[src/rtl/if_stage.sv]
// Instruction-fetch stage: owns the PC, runs one outstanding fetch on the
// req/addr_ok/data_ok instruction port, and hands {pc,inst} to ID.
module if_stage #(
    parameter logic [31:0] RESET_PC     = 32'h1c000000,
    parameter int          IF_to_ID_LEN = 64,
    parameter int          BR_BUS_LEN   = 34
) (
    input  logic                    clk,
    input  logic                    resetn,
    input  logic                    ID_allowin,
    input  logic [BR_BUS_LEN-1:0]   BR_BUS,
    output logic                    IF_to_ID_valid,
    output logic [IF_to_ID_LEN-1:0] IF_to_ID_BUS,
    output logic                    inst_sram_req,
    output logic                    inst_sram_wr,
    output logic [1:0]              inst_sram_size,
    output logic [3:0]              inst_sram_wstrb,
    output logic [31:0]             inst_sram_addr,
    output logic [31:0]             inst_sram_wdata,
    input  logic                    inst_sram_addr_ok,
    input  logic                    inst_sram_data_ok,
    input  logic [31:0]             inst_sram_rdata
);

    typedef enum logic [1:0] {S_IDLE, S_REQ, S_WAIT, S_HOLD} state_t;

    state_t      state, nxt;
    logic [31:0] pc, req_pc, inst_buf;
    logic        discard;

    logic [31:0] br_target;
    logic        br_cancel;
    logic        unused_br_taken;
    logic        fire;

    // br_taken alone means ID is stalled; only the cancel bit acts here.
    assign br_target       = BR_BUS[BR_BUS_LEN-1 -: 32];
    assign br_cancel       = BR_BUS[0];
    assign unused_br_taken = BR_BUS[1];

    assign fire = (state == S_REQ) && inst_sram_addr_ok;

    assign inst_sram_wr    = 1'b0;
    assign inst_sram_size  = 2'd2;
    assign inst_sram_wstrb = 4'h0;
    assign inst_sram_wdata = 32'h0;
    assign inst_sram_addr  = pc;
    assign IF_to_ID_BUS    = {req_pc, inst_buf};

    always_comb begin
        nxt = state;
        case (state)
            S_IDLE: nxt = S_REQ;
            S_REQ:  if (inst_sram_addr_ok) nxt = S_WAIT;
            S_WAIT: if (inst_sram_data_ok) nxt = (discard || br_cancel) ? S_REQ : S_HOLD;
            S_HOLD: if (ID_allowin || br_cancel) nxt = S_REQ;
            default: nxt = S_IDLE;
        endcase
    end

    always_ff @(posedge clk or negedge resetn) begin
        if (!resetn) begin
            state          <= S_IDLE;
            pc             <= RESET_PC;
            req_pc         <= 32'h0;
            inst_buf       <= 32'h0;
            discard        <= 1'b0;
            inst_sram_req  <= 1'b0;
            IF_to_ID_valid <= 1'b0;
        end else begin
            state          <= nxt;
            inst_sram_req  <= (nxt == S_REQ);
            IF_to_ID_valid <= (nxt == S_HOLD);

            // A redirect overrides the sequential increment, even on an accepted fetch.
            if (br_cancel)
                pc <= br_target;
            else if (fire)
                pc <= pc + 32'd4;

            if (fire)
                req_pc <= pc;

            if (state == S_WAIT && inst_sram_data_ok && !discard && !br_cancel)
                inst_buf <= inst_sram_rdata;

            // discard marks the in-flight response as wrong-path.
            if (fire && br_cancel)
                discard <= 1'b1;
            else if (state == S_WAIT) begin
                if (inst_sram_data_ok)
                    discard <= 1'b0;
                else if (br_cancel)
                    discard <= 1'b1;
            end
        end
    end

    a_no_orphan_data: assert property (@(posedge clk) disable iff (!resetn)
        inst_sram_data_ok |-> (state == S_WAIT));

endmodule

[config.mk]
export PLATFORM = sky130hd
export DESIGN_NAME = if_stage
export DESIGN_NICKNAME = d
export VERILOG_FILES = /design/src/rtl/if_stage.sv
export SDC_FILE = /design/constraint.sdc
export NUM_CORES = 1
export LEC_CHECK = 0
export CORE_MARGIN = 8
export CORE_UTILIZATION = 25
export CTS_BUF_LIST = sky130_fd_sc_hd__clkbuf_8
export DETAILED_ROUTE_END_ITERATION = 7
export HOLD_SLACK_MARGIN = 0.08
export PLACE_DENSITY = 0.62
export SLEW_MARGIN = 20
export SYNTH_ARGS = -nofsm -noshare
export SYNTH_HDL_FRONTEND = slang
export SYNTH_SLANG_ARGS = --single-unit
[constraint.sdc]
create_clock -name clk -period 2 [get_ports clk]
set_input_delay 0.2 -clock clk [delete_from_list [all_inputs] [get_ports clk]]
set_output_delay 0.2 -clock clk [all_outputs]
set_load 0.02 [all_outputs]
==> results.json <==
{
  "outcome": "complete, no violations",
  "start_util_pct": 25.44,
  "drc_errors": 0,
  "areaGrowthSynthToFinish_pct": 46.24,
  "final.min_clock_period_ns": 1.884,
  "htreeDepth": 3,
  "p_clk_share_pct": 15.9,
  "fin_ws_ns": 0.1164,
  "hpwlAfterDp_um": 11090,
  "syn_inst": 468,
  "cp-startpoint": "inst_sram_addr[8]$_DFFE_PN0P_",
  "setup_violations": 0,
  "cp_top_family": "buffers and inverters",
  "utilization_pct": 37.21,
  "numCtsBuffers": 9,
  "drive_above_1_share_pct": 14.35,
  "tightest_slew_ns": 0.5889,
  "yosysSeqAreaShare_pct": 53.18,
  "dieArea_um2": 23710,
  "p_int_uw": 5011,
  "die_h_um": 154.0,
  "vdd_drop_max_v": 0.0004810,
  "viasPerCell": 4.376,
  "crit_path_max_incr_delay_ns": 0.69,
  "drtIter0Drc": 127,
  "critPathCaptureType": "primary output",
  "antenna_found_initial": 2,
  "ff_latch_area_um2": 2531,
  "grt-ovfl-total": 0,
  "crit_arrival_ns": 1.68,
  "reg2reg_from": "inst_sram_addr[20]$_DFFE_PN0P_",
  "p_sw_uw": 3010,
  "max_freq_ghz": 0.5309,
  "yosys.cell_types.count": 40,
  "hold_start": "BR_BUS[30]",
  "synth_area_um2": 4760,
  "cts_buffer_depth": 2,
  "path_class": "reg -> out",
  "seqPwrFrac_pct": 38.3,
  "rows": 50,
  "n_fill_cell": 1877,
  "first_pass_iters": 4,
  "final_max_slew_viol_count": 0,
  "die_w_um": 154.0,
  "power.leakage_uw": 0.003093,
  "clock_skew_ns": 0.01135,
  "cp_cell_sequence": "clkdlybuf4s50_1",
  "grt_max_degree": 102,
  "yosys_warnings": 0,
  "cp_max_fo": 8,
  "p_per_area_nw_per_um2": 1152,
  "vias": 3921,
  "io_pins": 208,
  "cp.buffers_inverters": 1,
  "p_comb_share_pct": 45.8,
  "p_sw_share_pct": 37.53,
  "syn_area_per_cell_um2": 10.17,
  "grt_pass1_vias": 4003,
  "ctsRootBufferMaster": "clkbuf_8",
  "grtUsageTotal_pct": 12.70,
  "clkTransAtPathRegs_ns": 0.10,
  "wl_um": 14880,
  "worstPathRequired_ns": 1.80,
  "ant_nets": 0,
  "multi_input_area_um2": 1927,
  "core_region_area_um2": 18710,
  "final_hold_viol_count": 0,
  "clk-insertion-delay-late_ns": 0.38,
  "rsz0062_at_grt": "false",
  "diodes": 0,
  "port_buffers": 167,
  "synth-seq-cells": 101,
  "cts_num_sinks": 101,
  "final_nets": 729,
  "cap_violations": 0,
  "tritoncts": "built",
  "post-route-period-util_pct": 94.18,
  "start_kind": "flop",
  "routabilityCongestion": 0.7498,
  "whs_ns": 0.3659,
  "slew_headroom_pct": 60.74,
  "grt_pass1_wl_um": 23490,
  "totalPowerFinal_uw": 8022,
  "pre_cts_ws_ns": -0.09102,
  "wl_per_cell_um": 16.61,
  "hold_path_class": "in -> reg",
  "cpMaxStageDelayCell": "clkdlybuf4s50_1"
}
==> synthesized netlist by cell type <==
cell      count  share of area [%]
inv_1         5               0.39
a21o_1        1               0.16
o211ai_1      2               0.32
nor2_1       24                1.9
conb_1        2               0.16
and3_1        5               0.66
or4_1        17                2.7
and4b_1       1               0.21
nand4_1       5               0.66
o311ai_1      1               0.18
xnor2_1       4               0.74
mux2i_1       2               0.42
dfrtp_1      98                 52
inv_2         1              0.079
buf_2         3               0.32
ha_1          1               0.26
nand4_2       1               0.26
and3b_1       1               0.18
o31ai_1      15                2.4
or3_1         2               0.26
nand2_1     114                9.0
mux2_2       34                8.0
and2_1        2               0.26
dfstp_2       3                1.7
clkbuf_1     13                1.0
buf_6         3               0.71
o21ai_0      15                1.6
a21oi_1       4               0.42
buf_4        42                6.6
nand3b_1      1               0.16
a22oi_1       1               0.16
xor2_1        5               0.92
nand3_1      11                1.2
nand4_4       1               0.45
a31oi_1      17                2.2
nor2b_1       2               0.26
nand3_4       1               0.37
and4_1        5               0.92
o41ai_1       1               0.18
buf_1         2               0.16
==> logic make-up after synthesis <==
kind of cell               Yosys count  synth area share, %
muxes                               36                8.465
other                                2               0.1578
xor gates and xnor gates             9                1.656
DFF                                101                53.18
AOI/OAI and AO/OA                   57                7.597
adders and majority gates            1               0.2628
and+or+nand+nor                    193                19.37
buffers and inverters               69                9.306
==> flip-flops by register name (all words and copies together) (netlist names) <==
register,cells
inst_buf,32
state,2
inst_sram_req,1
inst_sram_addr,32
discard,1
IF_to_ID_valid,1
req_pc,32
==> worst reg2reg max path, cell delays in order (launching register included) <==
cell and delay, ns:
dfrtp_1 0.43, and4_1 0.26, nand4_2 0.20, buf_4 0.25, or4_1 0.50, a31oi_1 0.17
==> area by class of cell <==
class,instances,area share [%]
flip-flops and latches,101,36.37
clock inverters,4,0.3236
inverters,6,0.3236
well taps,234,4.206
clock buffers,12,2.373
multi-input cells,335,27.68
repair buffers,204,28.73
==> what timing repair did <==
item / in CTS / in global routing
gates resized for setup: 0 / 1
hold endpoints to repair: 98 / 0
setup endpoints to repair: 0 / 7
hold buffers: 1 / 0
setup buffers: 0 / 1
==> cell usage in the layout (no fill, tap or decap), types with 2 or more instances in the layout <==
cell type,Yosys,layout
a21oi_1,4,4
a31oi_1,17,17
and2_1,2,2
and3_1,5,5
and4_1,5,5
buf_12,0,4
buf_4,42,33
clkbuf_8,0,12
clkdlybuf4s50_1,0,166
clkinv_2,0,2
conb_1,2,39
dfrtp_1,98,98
dfstp_2,3,3
inv_1,5,6
mux2_2,34,34
mux2i_1,2,2
nand2_1,114,114
nand3_1,11,11
nand4_1,5,5
nor2_1,24,24
nor2b_1,2,2
o211ai_1,2,2
o21ai_0,15,15
o31ai_1,15,15
or3_1,2,2
or4_1,17,17
xnor2_1,4,4
xor2_1,5,5
==> metrics by stage <==
step	area (um^2)	setup TNS (ns)	instances
6_report	6960	0	896
5_1_grt	6960	0	896
4_1_cts	6952	0	895
3_5_place_dp	6754	-0.3013	878
3_3_place_gp	6754	-0.1196	878
2_1_floorplan	4898	0	505
==> path summary, 6_finish.rpt <==
check | cells after the start | endpoint | slack [ns]
min in group asynchronous | 3 | req_pc[25]$_DFFE_PN0P_ | 0.40
max in group asynchronous | 3 | inst_buf[27]$_DFFE_PN0P_ | 1.12
worst max-delay path | 1 | inst_sram_addr[8] | 0.12
worst min-delay path | 3 | inst_sram_addr[28]$_DFFE_PN1P_ | 0.37
worst max register to register | 5 | inst_sram_addr[29]$_DFFE_PN0P_ | 0.13
worst min register to register | 2 | req_pc[25]$_DFFE_PN0P_ | 0.48
==> power groups by stage <==
stage	logic (uW)	registers (uW)	clock network (uW)
2_1_floorplan	1030	3920	0
3_3_place_gp	3710	3090	0
3_5_place_dp	3730	3120	0
4_1_cts	3750	3080	1350
5_1_grt	3960	3170	1450
6_report	3680	3070	1270
==> metal layers <==
layer  GRT usage, %  wire, um  up-vias
li1               -         -     1912
met1          15.10      6219     1869
met2          20.72      7261      124
met3          5.802      1258       12
met4          2.613       115        4
met5              0        27        -
Note: power is estimated with default switching activity, not from simulation.
